==> config.mk <==
export PLATFORM = sky130hd
export DESIGN_NAME = multicycle_control_unit
export DESIGN_NICKNAME = d
export VERILOG_FILES = /design/src/rtl/multicycle_control_unit.sv
export SDC_FILE = /design/constraint.sdc
export NUM_CORES = 1
export LEC_CHECK = 0
export CAP_MARGIN = 10
export CORE_MARGIN = 5
export CORE_UTILIZATION = 31
export DETAILED_ROUTE_END_ITERATION = 7
export HOLD_SLACK_MARGIN = 0.12
export PLACE_DENSITY = 0.55
export SLEW_MARGIN = 40
export SYNTH_ARGS = -nofsm -noshare
export SYNTH_HDL_FRONTEND = slang
export SYNTH_SLANG_ARGS = --single-unit
==> constraint.sdc <==
create_clock -name clk -period 2 [get_ports clk]
set_clock_uncertainty 0.15 [all_clocks]
set_input_delay 0.4 -clock clk [delete_from_list [all_inputs] [get_ports clk]]
set_output_delay 0.4 -clock clk [all_outputs]
set_load 0.05 [all_outputs]
==> src/rtl/multicycle_control_unit.sv <==
// K&S multicycle control unit: fetch/decode/execute sequencer with RAM wait states,
// conditional branches on datapath flags, illegal-instruction trap and a saturating retire counter.
package k_and_s_pkg;
  typedef enum logic [4:0] {
    I_NOP    = 5'd0,
    I_LOAD   = 5'd1,
    I_STORE  = 5'd2,
    I_MOVE   = 5'd3,
    I_ADD    = 5'd4,
    I_SUB    = 5'd5,
    I_AND    = 5'd6,
    I_OR     = 5'd7,
    I_BRANCH = 5'd8,
    I_BZERO  = 5'd9,
    I_BNZERO = 5'd10,
    I_BNEG   = 5'd11,
    I_BNNEG  = 5'd12,
    I_BOV    = 5'd13,
    I_BNOV   = 5'd14,
    I_BUOV   = 5'd15,
    I_BNUOV  = 5'd16,
    I_HALT   = 5'd17
  } decoded_instruction_type;
endpackage

module multicycle_control_unit
  import k_and_s_pkg::*;
#(
  parameter int OP_W    = 2,
  parameter int MEM_LAT = 1,
  parameter int CNT_W   = 16
) (
  input  logic                    clk,
  input  logic                    rst_n,
  input  decoded_instruction_type decoded_instruction,
  input  logic                    zero_op,
  input  logic                    neg_op,
  input  logic                    unsigned_overflow,
  input  logic                    signed_overflow,
  output logic                    branch,
  output logic                    pc_enable,
  output logic                    ir_enable,
  output logic                    write_reg_enable,
  output logic                    addr_sel,
  output logic                    c_sel,
  output logic [OP_W-1:0]         operation,
  output logic                    flags_reg_enable,
  output logic                    ram_write_enable,
  output logic                    halt,
  output logic                    illegal,
  output logic [CNT_W-1:0]        retired
);

  typedef enum logic [3:0] {
    FETCH,
    DECODE,
    LD_ADDR,
    LD_WAIT,
    LD_WB,
    ST_ADDR,
    ST_WR,
    EXEC,
    BR,
    HALTED
  } state_t;

  localparam logic [1:0] ALU_ADD  = 2'd0;
  localparam logic [1:0] ALU_SUB  = 2'd1;
  localparam logic [1:0] ALU_AND  = 2'd2;
  localparam logic [1:0] ALU_OR   = 2'd3;
  localparam logic [3:0] LAT_INIT = 4'(MEM_LAT);

  state_t           state_q, state_d;
  logic [3:0]       wait_q, wait_d;
  logic [1:0]       op_q, op_d;
  logic             is_move_q, is_move_d;
  logic             illegal_q, illegal_d;
  logic [CNT_W-1:0] retired_q, retired_d;
  logic             retire;
  logic             cond_taken;

  // Flag selection for conditional branches; only consulted while in DECODE.
  always_comb begin
    cond_taken = 1'b0;
    case (decoded_instruction)
      I_BZERO:  cond_taken = zero_op;
      I_BNZERO: cond_taken = !zero_op;
      I_BNEG:   cond_taken = neg_op;
      I_BNNEG:  cond_taken = !neg_op;
      I_BOV:    cond_taken = signed_overflow;
      I_BNOV:   cond_taken = !signed_overflow;
      I_BUOV:   cond_taken = unsigned_overflow;
      I_BNUOV:  cond_taken = !unsigned_overflow;
      default:  cond_taken = 1'b0;
    endcase
  end

  always_ff @(posedge clk or negedge rst_n) begin
    if (!rst_n) begin
      state_q   <= FETCH;
      wait_q    <= 4'd0;
      op_q      <= ALU_ADD;
      is_move_q <= 1'b0;
      illegal_q <= 1'b0;
      retired_q <= '0;
    end else begin
      state_q   <= state_d;
      wait_q    <= wait_d;
      op_q      <= op_d;
      is_move_q <= is_move_d;
      illegal_q <= illegal_d;
      retired_q <= retired_d;
    end
  end

  // Strobes are gated by rst_n so nothing leaks out while reset is held, even in FETCH.
  always_comb begin
    state_d          = state_q;
    wait_d           = wait_q;
    op_d             = op_q;
    is_move_d        = is_move_q;
    illegal_d        = illegal_q;
    retire           = 1'b0;
    branch           = 1'b0;
    pc_enable        = 1'b0;
    ir_enable        = 1'b0;
    write_reg_enable = 1'b0;
    addr_sel         = 1'b0;
    c_sel            = 1'b0;
    operation        = '0;
    flags_reg_enable = 1'b0;
    ram_write_enable = 1'b0;
    halt             = 1'b0;
    if (rst_n) begin
      case (state_q)
        FETCH: begin
          ir_enable = 1'b1;
          pc_enable = 1'b1;
          state_d   = DECODE;
        end
        DECODE: begin
          case (decoded_instruction)
            I_NOP: begin
              retire  = 1'b1;
              state_d = FETCH;
            end
            I_LOAD:  state_d = LD_ADDR;
            I_STORE: state_d = ST_ADDR;
            I_MOVE: begin
              is_move_d = 1'b1;
              op_d      = ALU_ADD;
              state_d   = EXEC;
            end
            I_ADD: begin
              is_move_d = 1'b0;
              op_d      = ALU_ADD;
              state_d   = EXEC;
            end
            I_SUB: begin
              is_move_d = 1'b0;
              op_d      = ALU_SUB;
              state_d   = EXEC;
            end
            I_AND: begin
              is_move_d = 1'b0;
              op_d      = ALU_AND;
              state_d   = EXEC;
            end
            I_OR: begin
              is_move_d = 1'b0;
              op_d      = ALU_OR;
              state_d   = EXEC;
            end
            I_BRANCH: state_d = BR;
            I_BZERO, I_BNZERO, I_BNEG, I_BNNEG,
            I_BOV, I_BNOV, I_BUOV, I_BNUOV: begin
              if (cond_taken) begin
                state_d = BR;
              end else begin
                retire  = 1'b1;
                state_d = FETCH;
              end
            end
            I_HALT: state_d = HALTED;
            default: begin
              illegal_d = 1'b1;
              state_d   = HALTED;
            end
          endcase
        end
        LD_ADDR: begin
          addr_sel = 1'b1;
          wait_d   = LAT_INIT;
          state_d  = (LAT_INIT == 4'd0) ? LD_WB : LD_WAIT;
        end
        LD_WAIT: begin
          // The <= guard keeps a corrupted zero count from spinning through a wrap.
          addr_sel = 1'b1;
          wait_d   = wait_q - 4'd1;
          if (wait_q <= 4'd1) begin
            state_d = LD_WB;
          end
        end
        LD_WB: begin
          addr_sel         = 1'b1;
          c_sel            = 1'b1;
          write_reg_enable = 1'b1;
          retire           = 1'b1;
          state_d          = FETCH;
        end
        ST_ADDR: begin
          addr_sel = 1'b1;
          state_d  = ST_WR;
        end
        ST_WR: begin
          addr_sel         = 1'b1;
          ram_write_enable = 1'b1;
          retire           = 1'b1;
          state_d          = FETCH;
        end
        EXEC: begin
          write_reg_enable = 1'b1;
          if (!is_move_q) begin
            c_sel            = 1'b1;
            flags_reg_enable = 1'b1;
            operation        = OP_W'(op_q);
          end
          retire  = 1'b1;
          state_d = FETCH;
        end
        BR: begin
          branch    = 1'b1;
          pc_enable = 1'b1;
          retire    = 1'b1;
          state_d   = FETCH;
        end
        HALTED: begin
          halt = 1'b1;
        end
        default: state_d = FETCH;
      endcase
    end
  end

  always_comb begin
    retired_d = retired_q;
    if (retire && (retired_q != {CNT_W{1'b1}})) begin
      retired_d = retired_q + CNT_W'(1);
    end
  end

  assign illegal = illegal_q;
  assign retired = retired_q;

endmodule
* After elaboration in Yosys (flattened, before gate mapping)
Index checks and enable logic that the tools add are counted.
Storage, ports and cells: output and inout bits 28, logic and storage cells 97, bits of input ports 11, register bits after elaboration 28
Operators by class: bitwise operators 2, reductions and logical operators 24, muxes and demuxes 34, add/subtract/negate cells 2, magnitude comparators 1, eq/ne operators 28
Operators with widths (count):
- 4-bit case mux with 6 select lines | 2
- 5-bit by 4-bit equality test with 1-bit output, second input constant | 8
- 5-bit by 3-bit equality test with 1-bit output, second input constant | 4
- 1-bit 2-to-1 mux | 20
- 18-bit OR reduction | 1
- 16-bit by 1-bit adder with 16-bit output, second input constant | 1
- 4-bit by 3-bit equality test with 1-bit output, second input constant | 4
- 16-bit inequality test, second input constant | 1
- 3-bit AND reduction | 4
- 5-bit by 2-bit equality test with 1-bit output, second input constant | 2
- 5-bit equality test, second input constant | 2
- 5-bit OR reduction | 2
- 4-bit by 2-bit equality test with 1-bit output, second input constant | 2
- 4-bit equality test, second input constant | 2
- 4-bit 2-to-1 mux | 2
- 1-bit case mux with 2 select lines | 4
- 1-bit case mux with 8 select lines | 1
- 2-bit case mux with 4 select lines | 1
- 4-bit case mux with 2 select lines | 1
- 4-bit OR reduction | 2
- 8-bit OR reduction | 1
- 2-bit 2-to-1 mux | 3
- 2-bit OR reduction | 3
- 5-bit by 1-bit equality test with 1-bit output, second input constant | 1
- 12 further kinds | 17

* Logic depth before layout (Yosys ltp)
Gate-level depths: netlist of run 1.
depth in word-level cells 7, depth in mapped cells 8

* Worst setup path before layout of run 1
No wires, ideal clock.
path kind register to output, from reg state_q[3], to out operation[0], stages on the path, launching flop included 6, data arrival time 2706 ps, slack -1256 ps, path through dfrtp_1 > buf_6 > nand2b_1 > or2_2 > nor3_1 > and2_1
On the way: longest elaborated chain between the ends 3
RTL lines:
- start: declaration | line 73 | state_t state_q, state_d;
- start signal: assignment | line 107 | state_q <= state_d;
- 4-bit by 3-bit equality test with 1-bit output | line 135 | case (state_q)
- 2-bit 2-to-1 mux | line 135
- 2-bit 2-to-1 mux | line 134 | if (rst_n) begin
- end: declaration | line 46 | output logic [OP_W-1:0] operation,
No other way between the ends.

* Worst setup path in the final report of run 1
from reg state_q[3], to out operation[1]
Same word-level chain as after synthesis.

==> flow_metrics.env, run 1 <==
export IMPL_fillers=531
export IMPL_crit_chain="buf_6 > nand2b_4 > or2_4 > nor3_4 > and2_4 > buf_12"
export IMPL_fmax_ghz=0.4527
export IMPL_worstSetupPathType="flip-flop to output pin"
export IMPL_vdd_ir_drop_max_mv=0.7944
export IMPL_final_setup_worst_slack_ns=-0.2090
export IMPL_route_detailed_drc=0
export IMPL_yosysMostFrequentCell="dfrtp_1"
export IMPL_syn_avg_cell_area_um2=9.250
export IMPL_synthDominantCellAreaShare=0.3865
export IMPL_p_leak_nw=1.346
export IMPL_wl_per_cell_um=13.92
export IMPL_avgViaCountPerCell=4.928
export IMPL_cts_buffer_depth=2
export IMPL_drt_iter0_markers=71
export IMPL_root_buffer="clkbuf_8"
export IMPL_r2r_end="retired[1]$_DFFE_PN0P_"
export IMPL_cts_tree="yes"
export IMPL_status="finished with violations"
export IMPL_drt_wl_total_um=5010
export IMPL_antenna_left=0
export IMPL_worstPathRequired_ns=1.45
export IMPL_reg2reg_slack_ns=-0.08
export IMPL_syn_nets=210
export IMPL_p_sw_frac=0.4044
export IMPL_start_util=0.3233
export IMPL_clkPwrFrac=0.141
export IMPL_rows=27
export IMPL_ys_flop_type="dfrtp_1"
export IMPL_syn_area_um2=1813
export IMPL_worst_path_max_fanout=4
export IMPL_synthTopCellsByArea="dfrtp_1 (39%), xnor2_1 (5.8%), nand2_1 (3.7%)"
export IMPL_drt_pass1_iter_count=4
export IMPL_via_count=1774
export IMPL_placement_io_buffers=38
export IMPL_ys_ff_latch=28
export IMPL_internal_power_mw=1.927
export IMPL_fin_nets=303
export IMPL_synth_top_cells_by_count="dfrtp_1 (28), nand2_1 (18), nor2_1 (16)"
export IMPL_syn_to_final_growth_pct=69.50
export IMPL_worstPathArrival_ns=1.66
export IMPL_hold_path_class="flip-flop to flip-flop"
export IMPL_synth_edf_count=0
export IMPL_layout_drive_gt1_share=0.5069
export IMPL_antenna_found_initial=0
export IMPL_fin_crit_ns=2.209
export IMPL_cts_made_buffers=3
export IMPL_slowest_stage="dfrtp_1"
export IMPL_p_per_area_nw_per_um2=1053
export IMPL_reg2reg_depth=7
export IMPL_antennaDiodeCount=0
export IMPL_ys_warnings_count=0
export IMPL_tightest_slew_ns=0.3773
export IMPL_p_comb_frac=0.602
export IMPL_final_cells=360
export IMPL_path_clk_slew_ns=0.10
export IMPL_grt_usage=0.1349
export IMPL_dp_cells=335
export IMPL_dpl_hpwl_um=3528
export IMPL_violations="negative setup slack"
export IMPL_gp_congestion=0.7737
export IMPL_seq_power_share=0.257
export IMPL_grt_pass1_wl_um=8245
export IMPL_r2r_start="state_q[3]$_DFFE_PN0P_"
export IMPL_startpoint="state_q[3]$_DFFE_PN0P_"
export IMPL_die_area_um2=7478
export IMPL_clock_latency_ns=0.28
export IMPL_setup_viol=21
export IMPL_ios=39
export IMPL_max_slew_margin=0.7465
export IMPL_hold_viol_final=0
export IMPL_dieHeight_um=86.48
export IMPL_synthArstFlopShare=1.000
export IMPL_critPathLaunchType="flip-flop"
export IMPL_hold_slack_ns=0.3354
export IMPL_grt_pass1_vias=1822
export IMPL_gr_total_overflow=0
export IMPL_period_share=1.105
export IMPL_ys_seq_area_frac=0.3865
export IMPL_finalMaxSlewViolations=0
export IMPL_core_area_um2=5608
export IMPL_synth_area_leader_cell="dfrtp_1"
export IMPL_htree_levels=1
export IMPL_cp_end_kind="output pin"
export IMPL_chipWidth_um=86.48
export IMPL_yosysUniqueCellTypes=49
export IMPL_rsz0062_at_grt="true"
export IMPL_p_switching_mw=1.309
export IMPL_slowest_delay_ns=0.40
export IMPL_grt_start_max_net_pins=27
export IMPL_syn_instance_count=196
export IMPL_cap_violations=0
export IMPL_crit_end="operation[1]"
export IMPL_clkSinkCount=28
-- power groups by stage --
stage	sequential (mW)	combinational, mW	clock (mW)
4_1_cts	0.827	1.81	0.467
3_3_place_gp	0.831	1.55	0
3_5_place_dp	0.835	1.56	0
2_1_floorplan	1.06	0.728	0
5_1_grt	0.849	2.10	0.496
6_report	0.832	1.95	0.457
-- cell usage in the layout, fill, tap and decap left out, drive strengths merged, types with 4 or more instances in the layout --
cell and count:
a21oi 8, and2 8, and3 5, buf 86
clkbuf 4, dfrtp 28, dlygate4sd2 7, inv 5
mux2 4, mux2i 4, nand2 18, nand3 7
nand4 7, nor2 16, nor2b 4, nor3 8
o21ai 10, xnor2 13
-- metal layers --
layer | up-vias | wire length, um | GRT usage
met2 | 46 | 2513 | 0.2385
met4 | 0 | 46 | 0.03541
met1 | 842 | 2275 | 0.1707
met3 | 6 | 175 | 0.01996
li1 | 880 | - | -
met5 | - | 0 | 0
-- cell type report --
class,instances,area [um^2],area share
clock buffer,3,41.29,0.01344
tap,72,90.09,0.02932
timing repair buffer,98,940.9,0.3062
sequential,28,711.9,0.2317
multi-input combinational,153,1237,0.4027
inverter,5,21.27,0.006922
clock inverter,1,30.03,0.009772
-- repair_timing --
item | CTS | global route
hold buffers | 1 | 1
pin swaps | 12 | 3
hold endpoints to repair | 4 | 24
gates resized for setup | 36 | 19
cloned | 1 | 1
buffers inserted | 11 | 6
endpoints found under the setup margin | 32 | 28
-- sequential cells by signal (all words and copies together) (netlist names) --
| signal | cells |
|---|---|
| state_q | 4 |
| illegal | 1 |
| wait_q | 4 |
| retired | 16 |
| is_move_q | 1 |
| op_q | 2 |
-- kinds of logic (layout without fill, tap and decap cells) --
group,Yosys count,count (layout),share of synthesized area
xor gates and xnor gates,14,14,0.07178
DFF,28,28,0.3865
adders and majority gates,3,3,0.02071
AOI/OAI and AO/OA,36,36,0.1325
and+or+nand+nor,91,91,0.2878
muxes,9,9,0.05935
buffers and inverters,15,107,0.04141
-- stage by stage --
step	util	cell area (um^2)	total power, mW	TNS, ns	setup slack [ns]
finish	0.5480	3073	3.236	-1.739	-0.2090
global placement	0.4764	2671	2.377	-14.26	-0.5628
detailed placement	0.4764	2671	2.397	-14.72	-0.5975
floorplan	-	1897	1.793	-2.017	-0.2941
CTS	0.5266	2953	3.100	-1.532	-0.2268
global route	0.5480	3073	3.444	-3.888	-0.2847
-- how the worst min path moves through the flow --
stage,startpoint,to,slack (ns),cells past startpoint
after global routing,retired[9]$_DFFE_PN0P_,retired[9]$_DFFE_PN0P_,0.36,1
after global placement,illegal$_DFFE_PN0P_,illegal$_DFFE_PN0P_,0.31,1
after floorplan,rst_n,illegal$_DFFE_PN0P_,-0.05,0
after detailed placement,retired[9]$_DFFE_PN0P_,retired[9]$_DFFE_PN0P_,0.32,1
final,retired[9]$_DFFE_PN0P_,retired[9]$_DFFE_PN0P_,0.34,1
after CTS,rst_n,state_q[0]$_DFFE_PN0P_,0.20,2
-- critical path: cells and delay by family (launching register included) --
family / cells / cell delay, ns
buf+inv: 2 / 0.25
flops: 1 / 0.40
simple gates: 4 / 0.73
No activity file was read; power rests on OpenSTA's default activity.
==> run 2: changes to the inputs <==
Settings changed: ABC_AREA set to 0, PLACE_DENSITY 0.55 to 0.53.
Clock period 2 ns to 2.3 ns, I/O delays scaled along.
==> flow_metrics.env, run 2 (same netlist as run 1, synthesis figures left out) <==
export IMPL_max_slew_margin=0.6490
export IMPL_layout_drive_gt1_share=0.2973
export IMPL_worstSetupPathType="flip-flop to output pin"
export IMPL_start_util=0.3233
export IMPL_fmax_ghz=0.4500
export IMPL_cp_depth=4
export IMPL_clock_latency_ns=0.28
export IMPL_antenna_left=0
export IMPL_drt_pass1_iter_count=4
export IMPL_tightest_slew_ns=0.5249
export IMPL_worstPathRequired_ns=1.69
export IMPL_gp_congestion=0.8310
export IMPL_gr_total_overflow=0
export IMPL_crit_family="flip-flops"
export IMPL_cap_violations=0
export IMPL_dp_cells=323
export IMPL_grt_pass1_wl_um=7472
export IMPL_period_share=0.9661
export IMPL_slowest_delay_ns=0.39
export IMPL_avgViaCountPerCell=4.885
export IMPL_tns_ns=0
export IMPL_fin_nets=274
export IMPL_rows=27
export IMPL_route_detailed_drc=0
export IMPL_critPathLaunchType="flip-flop"
export IMPL_syn_to_final_growth_pct=51.07
export IMPL_drt_iter0_markers=20
export IMPL_place_area_um2=2590
export IMPL_ios=39
export IMPL_reg2reg_slack_ns=0.18
export IMPL_cts_hold_buf=0
export IMPL_hold_path_class="input pin to asynchronous set/reset pin"
export IMPL_crit_buf_inv=2
export IMPL_final_cells=331
export IMPL_largest_register_ffs=16
export IMPL_final_common_cell="buf_4"
export IMPL_slowest_stage="dfrtp_1"
export IMPL_finalMaxSlewViolations=0
export IMPL_core_area_um2=5608
export IMPL_p_leak_nw=1.154
export IMPL_worst_path_max_fanout=11
export IMPL_clkSinkCount=28
export IMPL_cp_end_kind="output pin"
export IMPL_final_setup_worst_slack_ns=0.07797
export IMPL_wl_per_cell_um=13.12
export IMPL_antenna_found_initial=0
export IMPL_reg2reg_depth=8
export IMPL_drt_wl_total_um=4342
export IMPL_hold_slack_ns=0.1352
export IMPL_cts_tree="yes"
export IMPL_status="finished, final reports clean"
export IMPL_path_clk_slew_ns=0.10
export IMPL_crit_chain="buf_4 > or2_2 > a21oi_1 > buf_12"
export IMPL_final_cell_mix="buf_4 (27), dfrtp_1 (26), clkdlybuf4s50_1 (22), nand2_1 (18), nor2_1 (15)"
export IMPL_placement_io_buffers=38
export IMPL_grt_start_max_net_pins=24
export IMPL_p_total_mw=2.388
export IMPL_chipWidth_um=86.48
export IMPL_place_ws_ns=-0.3483
export IMPL_cts_buffer_depth=2
export IMPL_p_per_area_nw_per_um2=872.0
export IMPL_setup_viol=0
export IMPL_grt_pass1_vias=1568
export IMPL_root_buffer="clkbuf_8"
export IMPL_cts_made_buffers=3
export IMPL_vdd_ir_drop_max_mv=0.7425
export IMPL_grt_usage=0.1224
export IMPL_htree_levels=1
export IMPL_final_area_um2=2739
export IMPL_dpl_hpwl_um=3368
export IMPL_die_area_um2=7478
export IMPL_antennaDiodeCount=0
export IMPL_via_count=1617
export IMPL_hold_viol_final=0
export IMPL_fin_crit_ns=2.222
export IMPL_fin_util=0.4884
export IMPL_dieHeight_um=86.48
export IMPL_worstPathArrival_ns=1.61
==> run 2: cell types whose count changed in the layout (fill, tap and decap cells not counted), sizes merged <==
cell,delta
clkbuf,-1
dlygate4sd2,-5
dlymetal6s2s,+1
buf,-44
clkdlybuf4s50,+22
dlygate4sd3,-2
==> run 2: metal layers <==
layer | track usage | part of all wire
met2 | 0.1940 | 0.47
met5 | 0 | 0
met3 | 0.02376 | 0.035
met4 | 0.02975 | 0.0074
met1 | 0.1712 | 0.48
==> run 2: final timing paths <==
path | start | endpoint
max reg2reg | retired[0]$_DFFE_PN0P_ | retired[3]$_DFFE_PN0P_
min in group clk | illegal$_DFFE_PN0P_ | illegal$_DFFE_PN0P_
min reg2reg | illegal$_DFFE_PN0P_ | illegal$_DFFE_PN0P_
max in group asynchronous | rst_n | retired[0]$_DFFE_PN0P_
min | rst_n | state_q[0]$_DFFE_PN0P_
max | state_q[1]$_DFFE_PN0P_ | write_reg_enable
==> run 2: where the power goes <==
part | total, mW | switching (mW) | internal (mW)
Sequential | 0.740 | 0.130 | 0.610
Clock | 0.393 | 0.160 | 0.233
Combinational | 1.26 | 0.691 | 0.564
==> run 2: layout make-up <==
cell class / instances / area (um^2)
flip-flops and latches: 28 / 703.2
fillers: 568 / 2869
repair buffers: 69 / 743.2
clock inverters: 1 / 30.03
clock buffers: 3 / 41.29
inverters: 5 / 18.77
multi-input cells: 153 / 1112
well taps: 72 / 90.09
==> run 2: repair_timing <==
action,CTS,global route
setup buffers,0,4
resized for setup,4,12
endpoints found under the setup margin,15,21
pin swaps,1,4
endpoints found under the hold margin,0,0
==> run 2: worst register-to-register path: stages, from the launching register on <==
cell      delay (ns)
dfrtp_2         0.47
ha_1            0.23
and3_1          0.20
nand4_1         0.14
o211ai_1        0.13
o21ai_2         0.27
buf_6           0.17
nand4_4         0.11
xnor2_2         0.14
==> run 3: changes to the inputs <==
Settings changed: SLEW_MARGIN 40 to 15.
Clock period 2.3 ns to 2.5 ns, I/O delays scaled along.
==> flow_metrics.env, run 3 (same netlist as run 1, synthesis figures left out) <==
export IMPL_status="finished, final reports clean"
export IMPL_cts_made_buffers=3
export IMPL_fmax_ghz=0.4258
export IMPL_largest_register_ffs=16
export IMPL_layout_drive_gt1_share=0.2510
export IMPL_dieHeight_um=86.48
export IMPL_final_cell_mix="dfrtp_1 (28), clkdlybuf4s50_1 (25), buf_4 (22), nand2_1 (18), nor2_1 (16)"
export IMPL_path_clk_slew_ns=0.10
export IMPL_place_ws_ns=-0.1645
export IMPL_grt_start_max_net_pins=27
export IMPL_die_area_um2=7478
export IMPL_final_setup_worst_slack_ns=0.1514
export IMPL_internal_power_mw=1.232
export IMPL_clkSinkCount=28
export IMPL_hold_viol_final=0
export IMPL_drt_wl_total_um=4319
export IMPL_drt_iter0_markers=32
export IMPL_worstSetupPathType="flip-flop to output pin"
export IMPL_antennaDiodeCount=0
export IMPL_cts_hold_buf=0
export IMPL_setup_viol=0
export IMPL_p_per_area_nw_per_um2=801.4
export IMPL_tightest_slew_ns=0.5055
export IMPL_grt_pass1_wl_um=7376
export IMPL_grt_pass1_vias=1556
export IMPL_place_area_um2=2537
export IMPL_period_share=0.9394
export IMPL_tns_ns=0
export IMPL_drt_pass1_iter_count=4
export IMPL_root_buffer="clkbuf_8"
export IMPL_postCtsSetupBuffers=0
export IMPL_final_common_cell="dfrtp_1"
export IMPL_critPathLaunchType="flip-flop"
export IMPL_grt_usage=0.1209
export IMPL_final_area_um2=2625
export IMPL_gr_total_overflow=0
export IMPL_p_switching_mw=0.8722
export IMPL_worstPathRequired_ns=1.85
export IMPL_antenna_found_initial=0
export IMPL_ios=39
export IMPL_avgViaCountPerCell=4.941
export IMPL_worstPathArrival_ns=1.70
export IMPL_chipWidth_um=86.48
export IMPL_syn_to_final_growth_pct=44.79
export IMPL_worst_path_max_fanout=15
export IMPL_clkPwrFrac=0.168
export IMPL_clock_latency_ns=0.27
export IMPL_core_area_um2=5608
export IMPL_fin_crit_ns=2.349
export IMPL_route_detailed_drc=0
export IMPL_cp_end_kind="output pin"
export IMPL_start_util=0.3233
export IMPL_rsz0062_at_grt="false"
export IMPL_vdd_ir_drop_max_mv=0.6940
export IMPL_hold_slack_ns=0.1633
export IMPL_placement_io_buffers=38
export IMPL_cap_violations=0
export IMPL_cts_tree="yes"
export IMPL_antenna_left=0
export IMPL_rows=27
export IMPL_p_sw_frac=0.4146
export IMPL_htree_levels=1
export IMPL_seq_power_share=0.339
export IMPL_max_slew_margin=0.6619
export IMPL_hold_path_class="input pin to asynchronous set/reset pin"
export IMPL_gp_congestion=0.8408
export IMPL_dpl_hpwl_um=3326
export IMPL_finalMaxSlewViolations=0
export IMPL_wl_per_cell_um=13.37
export IMPL_cts_buffer_depth=2
export IMPL_p_comb_frac=0.493
export IMPL_p_leak_nw=1.087
export IMPL_via_count=1596
export IMPL_fin_nets=266
[run 3: power by group through the flow]
| stage | clock network [mW] | registers (mW) | logic (mW) |
|---|---|---|---|
| 2_1_floorplan | 0 | 0.833 | 0.543 |
| 3_3_place_gp | 0 | 0.727 | 1.03 |
| 3_5_place_dp | 0 | 0.724 | 1.04 |
| 4_1_cts | 0.375 | 0.717 | 1.04 |
| 5_1_grt | 0.390 | 0.741 | 1.12 |
| 6_report | 0.354 | 0.714 | 1.04 |
[run 3: worst paths after layout]
kind | start | endpoint | slack, ns | depth (start not counted)
max | state_q[0]$_DFFE_PN0P_ | c_sel | 0.15 | 4
min in group clk | illegal$_DFFE_PN0P_ | illegal$_DFFE_PN0P_ | 0.33 | 1
min reg2reg | illegal$_DFFE_PN0P_ | illegal$_DFFE_PN0P_ | 0.33 | 1
min | rst_n | is_move_q$_DFFE_PN0P_ | 0.16 | 2
max in group asynchronous | rst_n | retired[5]$_DFFE_PN0P_ | 1.67 | 2
max reg2reg | state_q[0]$_DFFE_PN0P_ | retired[1]$_DFFE_PN0P_ | 0.38 | 6
[run 3: final cells by class]
class	instances	area, um^2
fill	568	2983
clock buffer	3	41.29
multi-input combinational	153	1076
inverter	5	18.77
clock inverter	1	30.03
sequential	28	700.7
tap	72	90.09
timing repair buffer	61	668.1
[run 3: repair_timing]
item                                    4_1_cts  5_1_grt
endpoints found under the setup margin        3        4
endpoints found under the hold margin         0        0
pin swaps                                     0        1
resized for setup                             2        4
cloned                                        0        0
[run 3: routing by layer]
metal,track usage,vias up,share of wire
met5,0,-,0
li1,-,808,-
met2,0.1940,30,0.46
met1,0.1706,756,0.51
met3,0.02091,2,0.031
met4,0.02550,0,0.0035
[run 3: per-stage QoR]
step           total power [mW]    util  instances
6_report                  2.104  0.4681        323
3_5_place_dp              1.759  0.4525        319
4_1_cts                   2.132  0.4654        323
2_1_floorplan             1.376       -        196
3_3_place_gp              1.756  0.4525        319
5_1_grt                   2.250  0.4681        323
[run 3: worst max-delay path, cell delays in order (launching register included)]
cell and delay, ns:
dfrtp_1 0.56, or2_2 0.40, o21a_1 0.12, nor2_1 0.18, buf_12 0.17
